File: src/rtl/alu_op_sequencer.sv
// alu_op_sequencer: command sequencer owning accumulator and flags around a combinational ALU
module alu_op_sequencer #(
  parameter int WIDTH   = 8,
  parameter int ALU_LAT = 1
) (
  input  logic             clk,
  input  logic             rst,
  input  logic             cmd_valid,
  output logic             cmd_ready,
  input  logic [3:0]       cmd_op,
  input  logic [WIDTH-1:0] cmd_data,
  output logic [WIDTH-1:0] alu_a,
  output logic [WIDTH-1:0] alu_b,
  output logic [2:0]       alu_op,
  input  logic [WIDTH-1:0] alu_y,
  input  logic             alu_c,
  output logic             rsp_valid,
  input  logic             rsp_ready,
  output logic [WIDTH-1:0] rsp_data,
  output logic [WIDTH-1:0] acc,
  output logic             flag_z,
  output logic             flag_c,
  output logic             err,
  output logic             busy
);
  typedef enum logic [1:0] {IDLE, EXEC, RESP} state_t;
  localparam logic [3:0] LAT_M1 = 4'(ALU_LAT - 1);
  state_t state, state_nx;
  logic [WIDTH-1:0] acc_nx, opnd, opnd_nx, rsp_data_nx;
  logic [2:0] sel, sel_nx;
  logic [3:0] cnt, cnt_nx, op_off;
  logic flag_z_nx, flag_c_nx, err_nx, rsp_valid_nx;
  assign cmd_ready = state == IDLE;
  assign busy      = !cmd_ready;
  assign alu_a     = state == EXEC ? acc  : '0;
  assign alu_b     = state == EXEC ? opnd : '0;
  assign alu_op    = state == EXEC ? sel  : 3'd0;
  // ADD..XOR opcodes 2..6 map directly onto ALU selects 0..4
  assign op_off    = cmd_op - 4'd2;
  always_ff @(posedge clk) begin
    if (rst) begin
      state     <= IDLE;
      acc       <= '0;
      opnd      <= '0;
      sel       <= '0;
      cnt       <= '0;
      flag_z    <= 1'b0;
      flag_c    <= 1'b0;
      err       <= 1'b0;
      rsp_valid <= 1'b0;
      rsp_data  <= '0;
    end else begin
      state     <= state_nx;
      acc       <= acc_nx;
      opnd      <= opnd_nx;
      sel       <= sel_nx;
      cnt       <= cnt_nx;
      flag_z    <= flag_z_nx;
      flag_c    <= flag_c_nx;
      err       <= err_nx;
      rsp_valid <= rsp_valid_nx;
      rsp_data  <= rsp_data_nx;
    end
  end
  always_comb begin
    state_nx     = state;
    acc_nx       = acc;
    opnd_nx      = opnd;
    sel_nx       = sel;
    cnt_nx       = cnt;
    flag_z_nx    = flag_z;
    flag_c_nx    = flag_c;
    err_nx       = err;
    rsp_valid_nx = rsp_valid;
    rsp_data_nx  = rsp_data;
    if (state == IDLE && cmd_valid) begin
      if (cmd_op == 4'd1) begin
        acc_nx = cmd_data;
      end else if (cmd_op >= 4'd2 && cmd_op <= 4'd6) begin
        opnd_nx  = cmd_data;
        sel_nx   = op_off[2:0];
        cnt_nx   = LAT_M1;
        state_nx = EXEC;
      end else if (cmd_op == 4'd7) begin
        rsp_data_nx  = acc;
        rsp_valid_nx = 1'b1;
        state_nx     = RESP;
      end else if (cmd_op[3]) begin
        err_nx = 1'b1;
      end
    end
    if (state == EXEC) begin
      cnt_nx = cnt - 4'd1;
      if (cnt == 4'd0) begin
        acc_nx    = alu_y;
        flag_z_nx = alu_y == '0;
        flag_c_nx = sel <= 3'd1 ? alu_c : 1'b0;
        cnt_nx    = 4'd0;
        state_nx  = IDLE;
      end
    end
    if (state == RESP && rsp_ready) begin
      rsp_valid_nx = 1'b0;
      state_nx     = IDLE;
    end
  end
endmodule

File: config.mk
export PLATFORM = sky130hd
export DESIGN_NAME = alu_op_sequencer
export DESIGN_NICKNAME = d
export VERILOG_FILES = /design/src/rtl/alu_op_sequencer.sv
export SDC_FILE = /design/constraint.sdc
export NUM_CORES = 1
export LEC_CHECK = 0
export ABC_AREA = 1
export BUFFER_PORTS_ARGS = -buffer_cell sky130_fd_sc_hd__buf_2
export CORE_MARGIN = 2
export CORE_UTILIZATION = 44
export DETAILED_ROUTE_END_ITERATION = 10
export PLACE_DENSITY = 0.75
export SYNTH_ARGS = -nofsm -noshare
export SYNTH_HDL_FRONTEND = slang
export SYNTH_SLANG_ARGS = --single-unit
File: constraint.sdc
create_clock -name clk -period 1.2 [get_ports clk]
set_input_delay 0.18 -clock clk [delete_from_list [all_inputs] [get_ports clk]]
set_output_delay 0.18 -clock clk [all_outputs]
set_load 0.01 [all_outputs]
==> out/results.ini, run 1 <==
[cts]
postCtsHoldBufs=0
tritoncts=yes
insertion_delay_ns=0.30
max-clock-path-buffers=2
cts-buffers-inserted=5
cts-root-buf=clkbuf_8
h_tree_lvls=2
clk_pin_slew_worst_paths_ns=0.07
tritoncts_num_sinks=37

[worst_setup_path]
critPathArrivalTime_ns=1.61
worst-setup-path-type=reg -> reg
worst_path_max_delay_cell=dfxtp_2
crit_chain=inv_4, buf_6, nand2_4, nor2_4, nand3_4, buf_12, buf_8, nand2_2, a21oi_1
cell_class_contributing_the_biggest_share_of_worst_path_delay=buffers and inverters
timing.critical_path.to_type=register
nature_of_the_critical_path_startpoint=register
critPathBufInv=4
critical_path.max_stage_delay_ns=0.34
timing.critical_path.required_ns=1.37
crit_path_max_fanout=5

[route]
post_drt_via_cell_ratio=5.20
dr.first_iter.drc_count=125
antenna_left=0
via_count_of_the_routed_design=2185
drt_drc_violations_left=0
postRouteWirelength_mm=6.55
drt_pass1_iterations=5
route.detailed.wl_per_inst_um=15.6

[sta]
whs_ns=0.159
timing.final.setup_violations=57
skew_ns=0.00384
final.setup.worst_slack_ns=-0.236
grt_setup_unrepaired=yes
timing_worst_slew_pin_value_ns=0.548
final.period_utilization_pct=120
final_hold_viol_count=0
fmax_mhz=696
period_minus_slack_ns=1.44
timing.slew.headroom_pct=63.3
report.final.slew_viol_count=0

[synthesis]
synth_sequential_area_ratio_pct=41.0
postSynth.asyncResetShare_pct=0
synth_most_common_cell=nand2_1
yosys.cell_types.count=23
synth_area_per_cell_um2=6.69
syn-instance-count=270
yosys-top-cells-count=58 x nand2_1, 48 x nor2_1, 37 x dfxtp_1
synth_area_leaders=dfxtp_1 41%, nand2_1 12%, nor2_1 10%, inv_1 7.5%, a21oi_1 6.9%
ys_ff_latch=37
synthesis.nets=298
yosys.area.top_type=dfxtp_1
synthDominantCellAreaShare_pct=41.0
synth-edff-count=0
synthesis.area_mm2=0.00181
synth.yosys.warnings=0
ys.flop_type=dfxtp_1

[finish]
layout.area.seq_um2=744
num_antenna_cells=0
final_layout_size_suffix_gt1_share_pct=52.2
finalCoreUtilization_pct=79.4
area.growth.synth_to_final_pct=74.5
multi_input_comb_area_mm2=0.00126
finalNetCount=398
n_fill_cell=265

[power]
total_switching_power_w=0.000871
power.internal_w=0.00205
static-leakage-power_nw=1.40
power.clock.fraction_pct=30.3
pwr_density_cell_mw_per_mm2=927
switching_share_pct=29.8
worst_case_vdd_ir_drop_v=0.000609
reg_power_share_pct=45.5
comb_power_share_pct=24.2

[floorplan]
io_pins=66
floorplan.die.width_um=68.1
core_area_mm2=0.00397
die_h_um=68.1
floorplan.initialDensity_pct=45.5
design.die.area_mm2=0.00463
std_cell_rows=23

[status]
violations=negative setup slack
status=finished, violations left

[placed_design]
port_buffers=65
hpwlAfterDp_mm=3.34
gp_congestion=0.763

[global_routing]
grt_start_max_net_pins=22
grt_first_pass_wirelength_mm=7.50
number_of_antenna_violations_at_the_first_check_in_global_routing=0
overflow=0
grt_usage_pct=22.1
grt_pass1_vias=1722

[job]
drv.max_cap_violation_count=0

[hold_path]
worstHoldPathType=in -> reg

[power groups by stage]
stage	Clock, W	Sequential, W	Combinational [W]
after floorplan	0	0.00135	0.000231
after global placement	0	0.00134	0.000409
after detailed placement	0	0.00134	0.000413
after CTS	0.000893	0.00131	0.000490
after global routing	0.000957	0.00133	0.000752
final	0.000886	0.00133	0.000709
[final cells by class]
class	instances	area share, %
Timing Repair Buffer	99	25.8
Sequential cell	37	23.6
Multi-Input combinational cell	182	40.0
Inverter	43	5.44
Clock buffer	7	2.74
Tap cell	50	1.98
Timing Repair inverter	2	0.437
[per-stage QoR]
stage	power [W]	instances	setup TNS (ns)	cell area, um^2	setup WS, ns
CTS	0.00270	408	-5.83	2540	-0.153
global route	0.00304	420	-11.79	3150	-0.282
finish	0.00292	420	-8.89	3150	-0.236
floorplan	0.00159	270	0	1810	0.00868
global placement	0.00175	394	-0.0754	2280	-0.0198
detailed placement	0.00175	394	-0.346	2280	-0.0674
[cells in the final DEF (no fill, tap or decap), types with 2 or more instances in the layout]
cell       count
a21oi_1       11
clkbuf_16      2
nor2_2         6
nor2_4        19
inv_2          4
buf_12         2
ha_1           2
dfxtp_2        3
clkbuf_8       6
o21ai_0        9
nor2_1        25
nand2_8        3
inv_4          3
buf_2         48
nand3b_1       6
o21ai_1        7
inv_1         36
nand2_1       35
nand2_2       13
nand3_1        7
dfxtp_1       34
buf_6         27
nand3_2        5
nand3_4        2
buf_4         18
a21oi_2       14
nand2_4       12
[tightest hold or removal path, cell delays in order]
cell and delay [ns]:
buf_2 0.12, nand2_1 0.06, a21oi_1 0.05
[kinds of logic after synthesis]
group | after synthesis | share of synthesized area (%)
and+or+nand+nor | 133 | 32.4
AOI/OAI and AO/OA | 44 | 12.5
DFF | 37 | 41.0
adders and majority gates | 3 | 2.08
buffers and inverters | 53 | 12.0
[state kept, by name (all words and copies together) (netlist names)]
signal     cells
state          2
flag_c         1
opnd           8
err            1
rsp_valid      1
acc            8
cnt            4
sel            3
flag_z         1
rsp_data       8
[final timing paths]
check              startpoint  endpoint  slack (ns)  depth (start not counted)
hold / removal    cmd_data[7]   opnd[7]        0.16                          3
setup / recovery     state[1]    sel[2]       -0.24                          9
hold reg to reg           err       err        0.47                          1
setup reg to reg     state[1]    sel[2]       -0.24                          9
[layer usage]
metal	global-route usage [%]	share of wire [%]
met4	8.75	2.5
met3	5.59	6.3
met2	37.3	51
met1	26.7	40
met5	0	0
[repair_timing]
| action | in CTS | in global routing |
|---|---|---|
| gates cloned | 2 | 6 |
| pin swaps | 2 | 25 |
| setup endpoints to repair | 44 | 58 |
| setup buffers | 5 | 8 |
| gates resized for setup | 29 | 125 |
No activity file was read; power rests on OpenSTA's default activity.
==> run 2, diff against run 1 <==
Settings changed: ABC_AREA 1 to default, CORE_UTILIZATION 44 to 43, PLACE_DENSITY 0.75 to 0.74.
==> run 2 against run 1 <==
The flow still finishes with violations (negative setup slack). Clock power is 7.8% higher. Register-to-register slack got worse by 0.12 ns. Wire length decreased by 22%. Setup slack worse by 0.12 ns. Critical path type unchanged. Clock skew rose by 0.0052 ns. Core utilization fell by 3.7 points. First-iteration DRC count is 58% lower. Synthesized cell count fell by 31%. Sequential power about the same.
==> out/results.ini, run 2 <==
[power]
pwr_density_cell_mw_per_mm2=986  ; was 927 mW/mm^2
static-leakage-power_nw=1.29  ; was 1.40 nW
worst_case_vdd_ir_drop_v=0.000964  ; was 0.000609 V
design_power_total_w=0.00280  ; was 0.00292 W

[sta]
skew_ns=0.00902  ; was 0.00384 ns
period_minus_slack_ns=1.56  ; was 1.44 ns
final_hold_viol_count=0  ; unchanged
final.period_utilization_pct=130  ; was 120%
timing.final.setup_violations=57  ; unchanged
final.setup.worst_slack_ns=-0.356  ; was -0.236 ns
report.final.slew_viol_count=0  ; unchanged
whs_ns=0.175  ; was 0.159 ns
timing.slew.headroom_pct=77.7  ; was 63.3%
fmax_mhz=643  ; was 696 MHz
timing_worst_slew_pin_value_ns=0.332  ; was 0.548 ns
grt_setup_unrepaired=yes  ; unchanged

[floorplan]
core_area_mm2=0.00374  ; was 0.00397 mm^2
floorplan.initialDensity_pct=45.9  ; was 45.5%
std_cell_rows=22  ; was 23
io_pins=66  ; unchanged
die_h_um=67.2  ; was 68.1 um
floorplan.die.width_um=67.2  ; was 68.1 um
design.die.area_mm2=0.00452  ; was 0.00463 mm^2

[finish]
num_antenna_cells=0  ; unchanged
top_regs=acc: 8 flops, opnd: 8 flops, rsp_data: 8 flops  ; unchanged
n_fill_cell=257  ; was 265
finalNetCount=314  ; was 398
layout.cells.most_common_list=46 x buf_2, 35 x buf_6, 33 x dfxtp_1, 28 x nor2_1, 20 x and2_4  ; was 48 x buf_2, 36 x inv_1, 35 x nand2_1, 34 x dfxtp_1, 27 x buf_6
final_layout_size_suffix_gt1_share_pct=60.6  ; was 52.2%
multi_input_comb_area_mm2=0.00108  ; was 0.00126 mm^2
area.growth.synth_to_final_pct=65.0  ; was 74.5%
layout.cells.most_common=buf_2  ; unchanged
layout.area.seq_um2=748  ; was 744 um^2

[worst_setup_path]
crit_path_max_fanout=5  ; unchanged
timing.critical_path.required_ns=1.37  ; about the same
r2r-start=state[0]  ; was state[1]
timing.critical_path.to_type=register  ; unchanged
r2r_slack_ns=-0.36  ; was -0.24 ns
critPathArrivalTime_ns=1.73  ; was 1.61 ns
nature_of_the_critical_path_startpoint=register  ; unchanged
crit_start=state[0]  ; was state[1]
worst-setup-path-type=reg -> reg  ; unchanged

[cts]
postCtsHoldBufs=0  ; unchanged
tritoncts=yes  ; unchanged
cts-root-buf=clkbuf_8  ; unchanged
h_tree_lvls=2  ; unchanged
clk_pin_slew_worst_paths_ns=0.08  ; was 0.07 ns
cts-buffers-inserted=5  ; unchanged
tritoncts_num_sinks=37  ; unchanged
insertion_delay_ns=0.29  ; was 0.30 ns
max-clock-path-buffers=2  ; unchanged

[synthesis]
synth_area_leaders=dfxtp_1 43%, mux2i_1 9.9%, and2_1 7.3%, nor2_1 6.8%, a21oi_1 3.5%  ; was dfxtp_1 41%, nand2_1 12%, nor2_1 10%, inv_1 7.5%, a21oi_1 6.9%
synth.yosys.warnings=0  ; unchanged
yosys.area.top_type=dfxtp_1  ; unchanged
ys.flop_type=dfxtp_1  ; unchanged
synthesis.area_mm2=0.00172  ; was 0.00181 mm^2
yosys.cell_types.count=38  ; was 23
synth_sequential_area_ratio_pct=43.1  ; was 41.0%
postSynth.asyncResetShare_pct=0  ; unchanged
synthesis.nets=215  ; was 298
synthDominantCellAreaShare_pct=43.1  ; was 41.0%
syn-instance-count=187  ; was 270
synth-edff-count=0  ; unchanged
synth_most_common_cell=dfxtp_1  ; was nand2_1
ys_ff_latch=37  ; unchanged
synth_area_per_cell_um2=9.19  ; was 6.69 um^2
yosys-top-cells-count=37 x dfxtp_1, 31 x nor2_1, 20 x and2_1  ; was 58 x nand2_1, 48 x nor2_1, 37 x dfxtp_1

[placed_design]
gp_congestion=0.775  ; was 0.763
place_worst_setup_slack_ns=-0.259  ; was -0.0674 ns
port_buffers=65  ; unchanged
hpwlAfterDp_mm=3.11  ; was 3.34 mm

[status]
status=finished, violations left  ; unchanged
violations=negative setup slack  ; unchanged

[hold_path]
min-delay-start=alu_c  ; was cmd_data[7]
worstHoldPathType=in -> reg  ; unchanged

[global_routing]
number_of_antenna_violations_at_the_first_check_in_global_routing=0  ; unchanged
grt_pass1_vias=1638  ; was 1722
grt_first_pass_wirelength_mm=7.67  ; was 7.50 mm
grt_usage_pct=22.5  ; was 22.1%
grt_start_max_net_pins=24  ; was 22
overflow=0  ; unchanged

[route]
route.detailed.wl_per_inst_um=15.3  ; was 15.6 um
dr.first_iter.drc_count=53  ; was 125
via_count_of_the_routed_design=1702  ; was 2185
antenna_left=0  ; unchanged
post_drt_via_cell_ratio=5.08  ; was 5.20
drt_pass1_iterations=4  ; was 5
drt_drc_violations_left=0  ; unchanged
postRouteWirelength_mm=5.14  ; was 6.55 mm

[job]
drv.max_cap_violation_count=0  ; unchanged

[run 2: cell types whose count changed in the layout (fill, tap and decap cells not counted), sizes merged, moves of 17 or more]
cell	before	now
nor2	50	33
inv	44	4
o21ai	17	0
nand2	63	12
mux2i	0	17
and2	0	21
[run 2: logic make-up (layout without fill, tap and decap cells)]
family	count (synthesis)	count (layout)	synth area share, %
buffers and inverters	15	114	6.19
muxes	17	17	9.91
DFF	37	37	43.1
and+or+nand+nor	83	84	25.7
AOI/OAI and AO/OA	32	32	12.9
adders and majority gates	3	3	2.19
[run 2: layout make-up]
type / count / area share [%]
Tap cell: 48 / 2.12
Clock buffer: 7 / 3.40
Multi-Input combinational cell: 136 / 38.3
Clock inverter: 1 / 0.177
Sequential cell: 37 / 26.4
Timing Repair Buffer: 102 / 29.1
Inverter: 4 / 0.530
[run 2: worst paths after layout]
check | to | depth (start not counted)
worst max-delay path | opnd[5] | 6
worst min-delay path | flag_c | 3
worst max register to register | opnd[5] | 6
worst min register to register | rsp_valid | 1
[run 2: timing repair]
action                     CTS  global route
hold endpoints to repair     0             0
resized for setup           49            30
gates cloned                 3             1
pin swaps                   28            13
setup buffers               11             1
setup endpoints to repair   57            57
[run 2: power breakdown]
group	switching (W)	internal, W
sequential	0.0000440	0.00128
combinational	0.000254	0.000267
clock	0.000435	0.000519
[run 2: critical path, cell delays in order, from the launching register on]
cell	delay [ns]
dfxtp_2	0.33
buf_6	0.11
nor4b_4	0.29
o211a_4	0.29
clkbuf_16	0.16
mux2i_1	0.19
nor2_1	0.06
[run 2: layer usage]
metal  vias up  global-route usage (%)  routed length, um
met3         9                    5.00                255
met5         -                       0                  0
met1       799                    29.3               2180
met2        55                    37.3               2620
li1        839                       -                  -
met4         0                    6.89                 75
[run 2: per-stage QoR]
step,TNS (ns),instance area [um^2],utilization (%),cells
floorplan,-4.44,1800,-,187
global placement,-7.92,2290,61.1,312
detailed placement,-9.29,2290,61.1,312
CTS,-16.48,2680,71.6,333
global route,-19.33,2830,75.7,335
finish,-16.29,2830,75.7,335
